## src/rtl/mp_req_master.sv

```systemverilog
// -----------------------------------------------------------------------------
// mp_req_master
//
// Request master for a four-core multiprocessor memory/ALU unit. Each core has
// a one-entry holding slot. A round-robin arbiter presents one full slot at a
// time on the request bus. Issued core tags are remembered in a 4-deep tag FIFO
// so that responses can be checked for order. Responses are steered back to
// the core named by the response tag as a registered one-cycle pulse.
//
// Optional feature (macro MP_REQ_TIMEOUT_EN): a response watchdog. When no
// response arrives for TIMEOUT cycles while tags are outstanding, it sets the
// sticky timeout_err flag and flushes the tag FIFO. Without the macro there is
// no watchdog and timeout_err is tied low.
//
// Parameters: AW address width, DW data width, TIMEOUT watchdog limit (cycles).
//
// Ports:
//   clk, rst_n           clock (rising edge), asynchronous active-low reset
//   c_valid/c_ready      per-core request handshake (c_ready = slot empty)
//   c_opcode/c_addr/c_a/c_b/c_we   per-core request fields, packed by core
//   req, core_id, opcode, addr, A, B, we   request to the DUT (combinational)
//   gnt                  DUT accepts the presented request this cycle
//   rvalid, data_out, core_id_out   DUT response and its tag
//   rsp_valid/rsp_data   per-core registered response pulse and data lane
//   busy                 any slot full or any tag outstanding
//   order_err            sticky: response with empty FIFO or wrong tag
//   timeout_err          sticky: watchdog expired (macro builds only)
// -----------------------------------------------------------------------------
module mp_req_master #(
    parameter int AW      = 11,
    parameter int DW      = 8,
    parameter int TIMEOUT = 16
) (
    input  logic            clk,
    input  logic            rst_n,
    input  logic [3:0]      c_valid,
    output logic [3:0]      c_ready,
    input  logic [15:0]     c_opcode,
    input  logic [4*AW-1:0] c_addr,
    input  logic [4*DW-1:0] c_a,
    input  logic [4*DW-1:0] c_b,
    input  logic [3:0]      c_we,
    output logic            req,
    output logic [1:0]      core_id,
    output logic [3:0]      opcode,
    output logic [AW-1:0]   addr,
    output logic [DW-1:0]   A,
    output logic [DW-1:0]   B,
    output logic            we,
    input  logic            gnt,
    input  logic            rvalid,
    input  logic [DW-1:0]   data_out,
    input  logic [1:0]      core_id_out,
    output logic [3:0]      rsp_valid,
    output logic [4*DW-1:0] rsp_data,
    output logic            busy,
    output logic            order_err,
    output logic            timeout_err
);

    // Holding slots
    logic [3:0]    slot_full_reg;
    logic [3:0]    slot_op_reg   [4];
    logic [AW-1:0] slot_addr_reg [4];
    logic [DW-1:0] slot_a_reg    [4];
    logic [DW-1:0] slot_b_reg    [4];
    logic [3:0]    slot_we_reg;

    // Arbiter
    logic [1:0] rr_ptr_reg;
    logic [1:0] sel_idx;
    logic       sel_found;
    logic [1:0] cand_idx;
    logic       issue;

    // Tag FIFO
    logic [1:0] tag_mem_reg [4];
    logic [1:0] wr_ptr_reg;
    logic [1:0] rd_ptr_reg;
    logic [2:0] count_reg;
    logic       fifo_full;
    logic       fifo_empty;
    logic       push;
    logic       pop;
    logic       tmo_flush;

    // Response side
    logic [3:0]      rsp_valid_reg;
    logic [4*DW-1:0] rsp_data_reg;
    logic            order_err_reg;

    assign fifo_full  = (count_reg == 3'd4);
    assign fifo_empty = (count_reg == 3'd0);

    // Round-robin pick: first full slot scanning upward from rr_ptr, wrapping.
    always_comb begin
        sel_idx   = 2'd0;
        sel_found = 1'b0;
        cand_idx  = 2'd0;
        for (int k = 0; k < 4; k++) begin
            cand_idx = rr_ptr_reg + 2'(k);
            if (!sel_found && slot_full_reg[cand_idx]) begin
                sel_found = 1'b1;
                sel_idx   = cand_idx;
            end
        end
    end

    // Gated by the full flag as registered; a pop this cycle does not open room.
    assign req     = sel_found && !fifo_full;
    assign core_id = sel_idx;
    assign opcode  = slot_op_reg[sel_idx];
    assign addr    = slot_addr_reg[sel_idx];
    assign A       = slot_a_reg[sel_idx];
    assign B       = slot_b_reg[sel_idx];
    assign we      = slot_we_reg[sel_idx];
    assign issue   = req && gnt;
    assign push    = issue;
    assign pop     = rvalid && !fifo_empty;

    // Per-core slots. The slot being issued is full, so c_ready is low for it
    // and a capture can never coincide with its clear.
    generate
        for (genvar gi = 0; gi < 4; gi++) begin : g_slot
            assign c_ready[gi] = !slot_full_reg[gi];

            always_ff @(posedge clk or negedge rst_n) begin
                if (!rst_n) begin
                    slot_full_reg[gi] <= 1'b0;
                    slot_op_reg[gi]   <= '0;
                    slot_addr_reg[gi] <= '0;
                    slot_a_reg[gi]    <= '0;
                    slot_b_reg[gi]    <= '0;
                    slot_we_reg[gi]   <= 1'b0;
                end else if (issue && (sel_idx == 2'(gi))) begin
                    slot_full_reg[gi] <= 1'b0;
                end else if (c_valid[gi] && !slot_full_reg[gi]) begin
                    slot_full_reg[gi] <= 1'b1;
                    slot_op_reg[gi]   <= c_opcode[4*gi +: 4];
                    slot_addr_reg[gi] <= c_addr[AW*gi +: AW];
                    slot_a_reg[gi]    <= c_a[DW*gi +: DW];
                    slot_b_reg[gi]    <= c_b[DW*gi +: DW];
                    slot_we_reg[gi]   <= c_we[gi];
                end
            end
        end
    endgenerate

    always_ff @(posedge clk or negedge rst_n) begin
        if (!rst_n) begin
            rr_ptr_reg <= 2'd0;
        end else if (issue) begin
            rr_ptr_reg <= sel_idx + 2'd1;
        end
    end

    // Tag FIFO. A flush drops everything queued before this edge; a push in
    // the same cycle still lands as the sole entry.
    always_ff @(posedge clk or negedge rst_n) begin
        if (!rst_n) begin
            wr_ptr_reg <= 2'd0;
            rd_ptr_reg <= 2'd0;
            count_reg  <= 3'd0;
            for (int k = 0; k < 4; k++) begin
                tag_mem_reg[k] <= 2'd0;
            end
        end else begin
            if (push) begin
                tag_mem_reg[wr_ptr_reg] <= sel_idx;
                wr_ptr_reg              <= wr_ptr_reg + 2'd1;
            end
            if (tmo_flush) begin
                rd_ptr_reg <= wr_ptr_reg;
            end else if (pop) begin
                rd_ptr_reg <= rd_ptr_reg + 2'd1;
            end
            count_reg <= (tmo_flush ? 3'd0 : (count_reg - 3'(pop))) + 3'(push);
        end
    end

    // Responses are routed by their own tag even when the order check fails.
    always_ff @(posedge clk or negedge rst_n) begin
        if (!rst_n) begin
            rsp_valid_reg <= 4'd0;
            rsp_data_reg  <= '0;
            order_err_reg <= 1'b0;
        end else begin
            rsp_valid_reg <= 4'd0;
            rsp_data_reg  <= '0;
            if (rvalid) begin
                rsp_valid_reg[core_id_out]          <= 1'b1;
                rsp_data_reg[DW*core_id_out +: DW]  <= data_out;
                if (fifo_empty || (tag_mem_reg[rd_ptr_reg] != core_id_out)) begin
                    order_err_reg <= 1'b1;
                end
            end
        end
    end

`ifdef MP_REQ_TIMEOUT_EN
    localparam int TW = (TIMEOUT < 2) ? 1 : $clog2(TIMEOUT);

    logic [TW-1:0] tmo_cnt_reg;
    logic          timeout_err_reg;
    logic          tmo_hit;

    // Counter is reset by any response or an idle FIFO; reaching TIMEOUT
    // counts means TIMEOUT consecutive silent cycles with tags outstanding.
    assign tmo_hit   = (tmo_cnt_reg == TW'(TIMEOUT - 1));
    assign tmo_flush = !rvalid && !fifo_empty && tmo_hit;

    always_ff @(posedge clk or negedge rst_n) begin
        if (!rst_n) begin
            tmo_cnt_reg     <= '0;
            timeout_err_reg <= 1'b0;
        end else if (rvalid || fifo_empty) begin
            tmo_cnt_reg <= '0;
        end else if (tmo_hit) begin
            tmo_cnt_reg     <= '0;
            timeout_err_reg <= 1'b1;
        end else begin
            tmo_cnt_reg <= tmo_cnt_reg + TW'(1);
        end
    end

    assign timeout_err = timeout_err_reg;
`else
    assign tmo_flush   = 1'b0;
    assign timeout_err = 1'b0;
`endif

    assign rsp_valid = rsp_valid_reg;
    assign rsp_data  = rsp_data_reg;
    assign order_err = order_err_reg;
    assign busy      = (|slot_full_reg) || !fifo_empty;

endmodule

```

## config.mk

```make
export PLATFORM = sky130hd
export DESIGN_NAME = mp_req_master
export DESIGN_NICKNAME = d
export VERILOG_FILES = /design/src/rtl/mp_req_master.sv
export SDC_FILE = /design/constraint.sdc
export NUM_CORES = 1
export LEC_CHECK = 0
export CORE_AREA = 2 2 167 103
export DETAILED_ROUTE_END_ITERATION = 6
export DIE_AREA = 0 0 169 105
export PLACE_DENSITY = 0.83
export RECOVER_POWER = 50
export SLEW_MARGIN = 25
export SYNTH_ARGS = -nofsm -noshare
export SYNTH_HDL_FRONTEND = slang
export SYNTH_SLANG_ARGS = --single-unit
```

## constraint.sdc

```tcl
create_clock -name clk -period 6.1 [get_ports clk]
set_input_delay 1.525 -clock clk [delete_from_list [all_inputs] [get_ports clk]]
set_output_delay 1.525 -clock clk [all_outputs]
set_load 0.01 [all_outputs]
```

==> impl_results.md <==
- P&R area growth vs syn: 36.6%
- Cts bufs inserted: 17
- CTS clk-pin slew, worst paths: 60 ps
- Synthesized area: 8290 µm²
- Setup TNS Final: 0 ps
- Die span in y: 105 µm
- Drt first-iter violations: 269
- Post-synth EDFFs: 0
- Finished Layout Cells: 1022
- First-pass GRT wire length: 31.9 mm
- Die width: 169 µm
- Worst Path Required: 4580 ps
- Main flop type after synthesis: dfrtp_1
- Hold Slack: 466 ps
- Synth top cells by count: dfrtp_1, mux2_2, mux2i_1
- Max stage delay on crit path: 600 ps
- Least-Margin Pin Slew: 2450 ps
- Post-place instance area: 10700 µm²
- Final Util: 0.702
- Worst-path fanout max: 23
- Unrepaired setup endpoints after global routing: no
- Die footprint: 17700 µm²
- Core Rows: 36
- Reg2reg path depth: 9
- Ports: 224
- Port-buffer cells: 222
- Post-Route WL: 20.2 mm
- CTS tree: done
- Post-synth top area share: 0.561
- CTS Buffer Depth: 2
- Routed length per instance: 19.8 µm
- Placed Cells: 990
- Post-CTS sizing: 0
- Starting density of the core: 0.514
- Worst EP arrival: 3200 ps
- Tot Pwr: 6.18 mW
- Pre-CTS WS: 1860 ps
- Ordered cell list for the critical path: inv_1, o21ai_0, a221oi_4, buf_8, buf_12, mux2i_1, mux2i_1, clkdlybuf4s50_1
- Routability cong.: 0.812
- Max-Cap Viols: 1
- Status: finished, violations left
- Syn_area_per_cell: 14.5 µm²
- Via/cell ratio: 5.24
- Final Max Tran Viols: 101
- Initial antenna violation count: 1
- DRC viols: 0
- Buf+Inv Stages, Crit Path: 4
- CP startpoint: slot_full_reg[2]
- Syn Nets: 733
- CTS Hold Bufs: 0
- Cell area after layout: 11300 µm²
- Hold Path Depth: 1
- Final ANT Viol Nets: 0
- Fin Clk Skew: 14.0 ps
- Sequential area share after synthesis: 0.561
- Largest cells by area after synthesis: dfrtp_1, mux2_2, mux2i_1
- Post-synth cell types: 32
- Rel. slew slack: -0.633
- Worst path depth: 8
- Critical-path cell with the highest stage delay: a221oi_4
- Register-to-register setup slack: 3010 ps
- Hold Crit Class: flop to flop
- Async S/R FF share, synth: 1.00
- Tcrit/Tclk final: 0.775
- Failing checks: max-capacitance violations, max-slew violations
- Synth Instances: 571
- Peak Freq: 212 MHz
- GRT Util Overall: 0.236
- Clk sinks: 186
- RR Startpoint: slot_full_reg[2]
- Post-CTS Setup Bufs: 0
- Maximum VDD drop: 0.373 mV
- Leading area contributor after synthesis: dfrtp_1
- Yosys warns: 0
- Vias: 5355
- Crit path launch type: flop
- Later-pin clock latency in the skew report: 430 ps
- Setup CP Type: flop to output port
- Static Leak: 5.14 nW
- Core Area: 16100 µm²
- PD cells: 546 nW/µm²
- Vias in the first global route: 5851
- CP Capture Type: output port
- NumNets Final: 962
- Largest delay contributor family on the critical path: buffers and inverters
- Fin worst setup slack: 1370 ps
- Max H-tree Level: 4
- Clock root buffer master: clkbuf_16
- CP dominant cell by count: mux2i_1
- Count leader, synth: dfrtp_1
- Number of detailed-route iterations in the first pass: 4
- Remaining global-route overflow: 0
- Ratio of cells with drive above 1 in the final layout: 0.224
- Hold Path Origin: order_err
- DP HPWL: 14.8 mm
- Largest register FFs: 44
- Seq cells post-synth: 186
- Setup violation total in the final timing report: 0
- Largest net degree at the start of global routing: 101
- Final Hold Fails: 0
- Tmin final: 4730 ps
-- power by group --
group          internal [mW]  switching, mW
Clock                  0.646          0.484
Combinational           1.71           1.29
Sequential              1.74          0.303
Total                   4.10           2.07
-- cell usage in the layout, fill, tap and decap left out, types with 2 or more instances in the layout --
| cell | count |
|---|---|
| buf_4 | 11 |
| nor2_1 | 9 |
| xnor2_1 | 6 |
| nand2_1 | 10 |
| a21oi_1 | 6 |
| and2_1 | 33 |
| mux4_2 | 2 |
| mux2i_1 | 97 |
| clkdlybuf4s50_1 | 194 |
| bufinv_16 | 3 |
| and3_1 | 3 |
| o21ai_0 | 3 |
| inv_6 | 3 |
| dfrtp_1 | 186 |
| and2_0 | 5 |
| dlygate4sd3_1 | 27 |
| clkinvlp_4 | 3 |
| mux2_1 | 10 |
| clkbuf_2 | 2 |
| clkinv_2 | 2 |
| clkinv_4 | 2 |
| ha_1 | 15 |
| clkbuf_16 | 17 |
| mux2_2 | 127 |
| inv_1 | 15 |
| a21oi_4 | 4 |
-- metal layers --
layer	track usage	routed length (µm)	share of wire	vias up
met3	0.0712	1310	0.065	27
met5	0	0	0	-
met2	0.373	9760	0.48	142
met4	0.0788	308	0.015	0
met1	0.312	8860	0.44	2734
li1	-	-	-	2452
-- final timing paths --
path | end
setup / recovery | B[3]
hold / removal | order_err
setup reg to reg | slot_a_reg[14]
hold reg to reg | order_err
max in group asynchronous | slot_addr_reg[17]
min in group asynchronous | slot_b_reg[16]
-- cell type report --
type / count / area (µm²)
fill: 1087 / 4800
sequential: 186 / 4650
multi-input combinational: 343 / 3390
timing repair buffer: 237 / 2370
clock buffer: 18 / 429
tap: 209 / 262
clock inverter: 13 / 166
inverter: 15 / 56.3
antenna: 1 / 2.50
-- cell families after synthesis --
kind of cell	after synthesis	synth area share
xor gates and xnor gates	7	0.00739
and+or+nand+nor	66	0.0456
other	1	0.000452
adders and majority gates	16	0.0250
AOI/OAI and AO/OA	17	0.0172
DFF	186	0.561
buffers and inverters	42	0.0345
muxes	236	0.309
No activity file was read; power rests on OpenSTA's default activity.
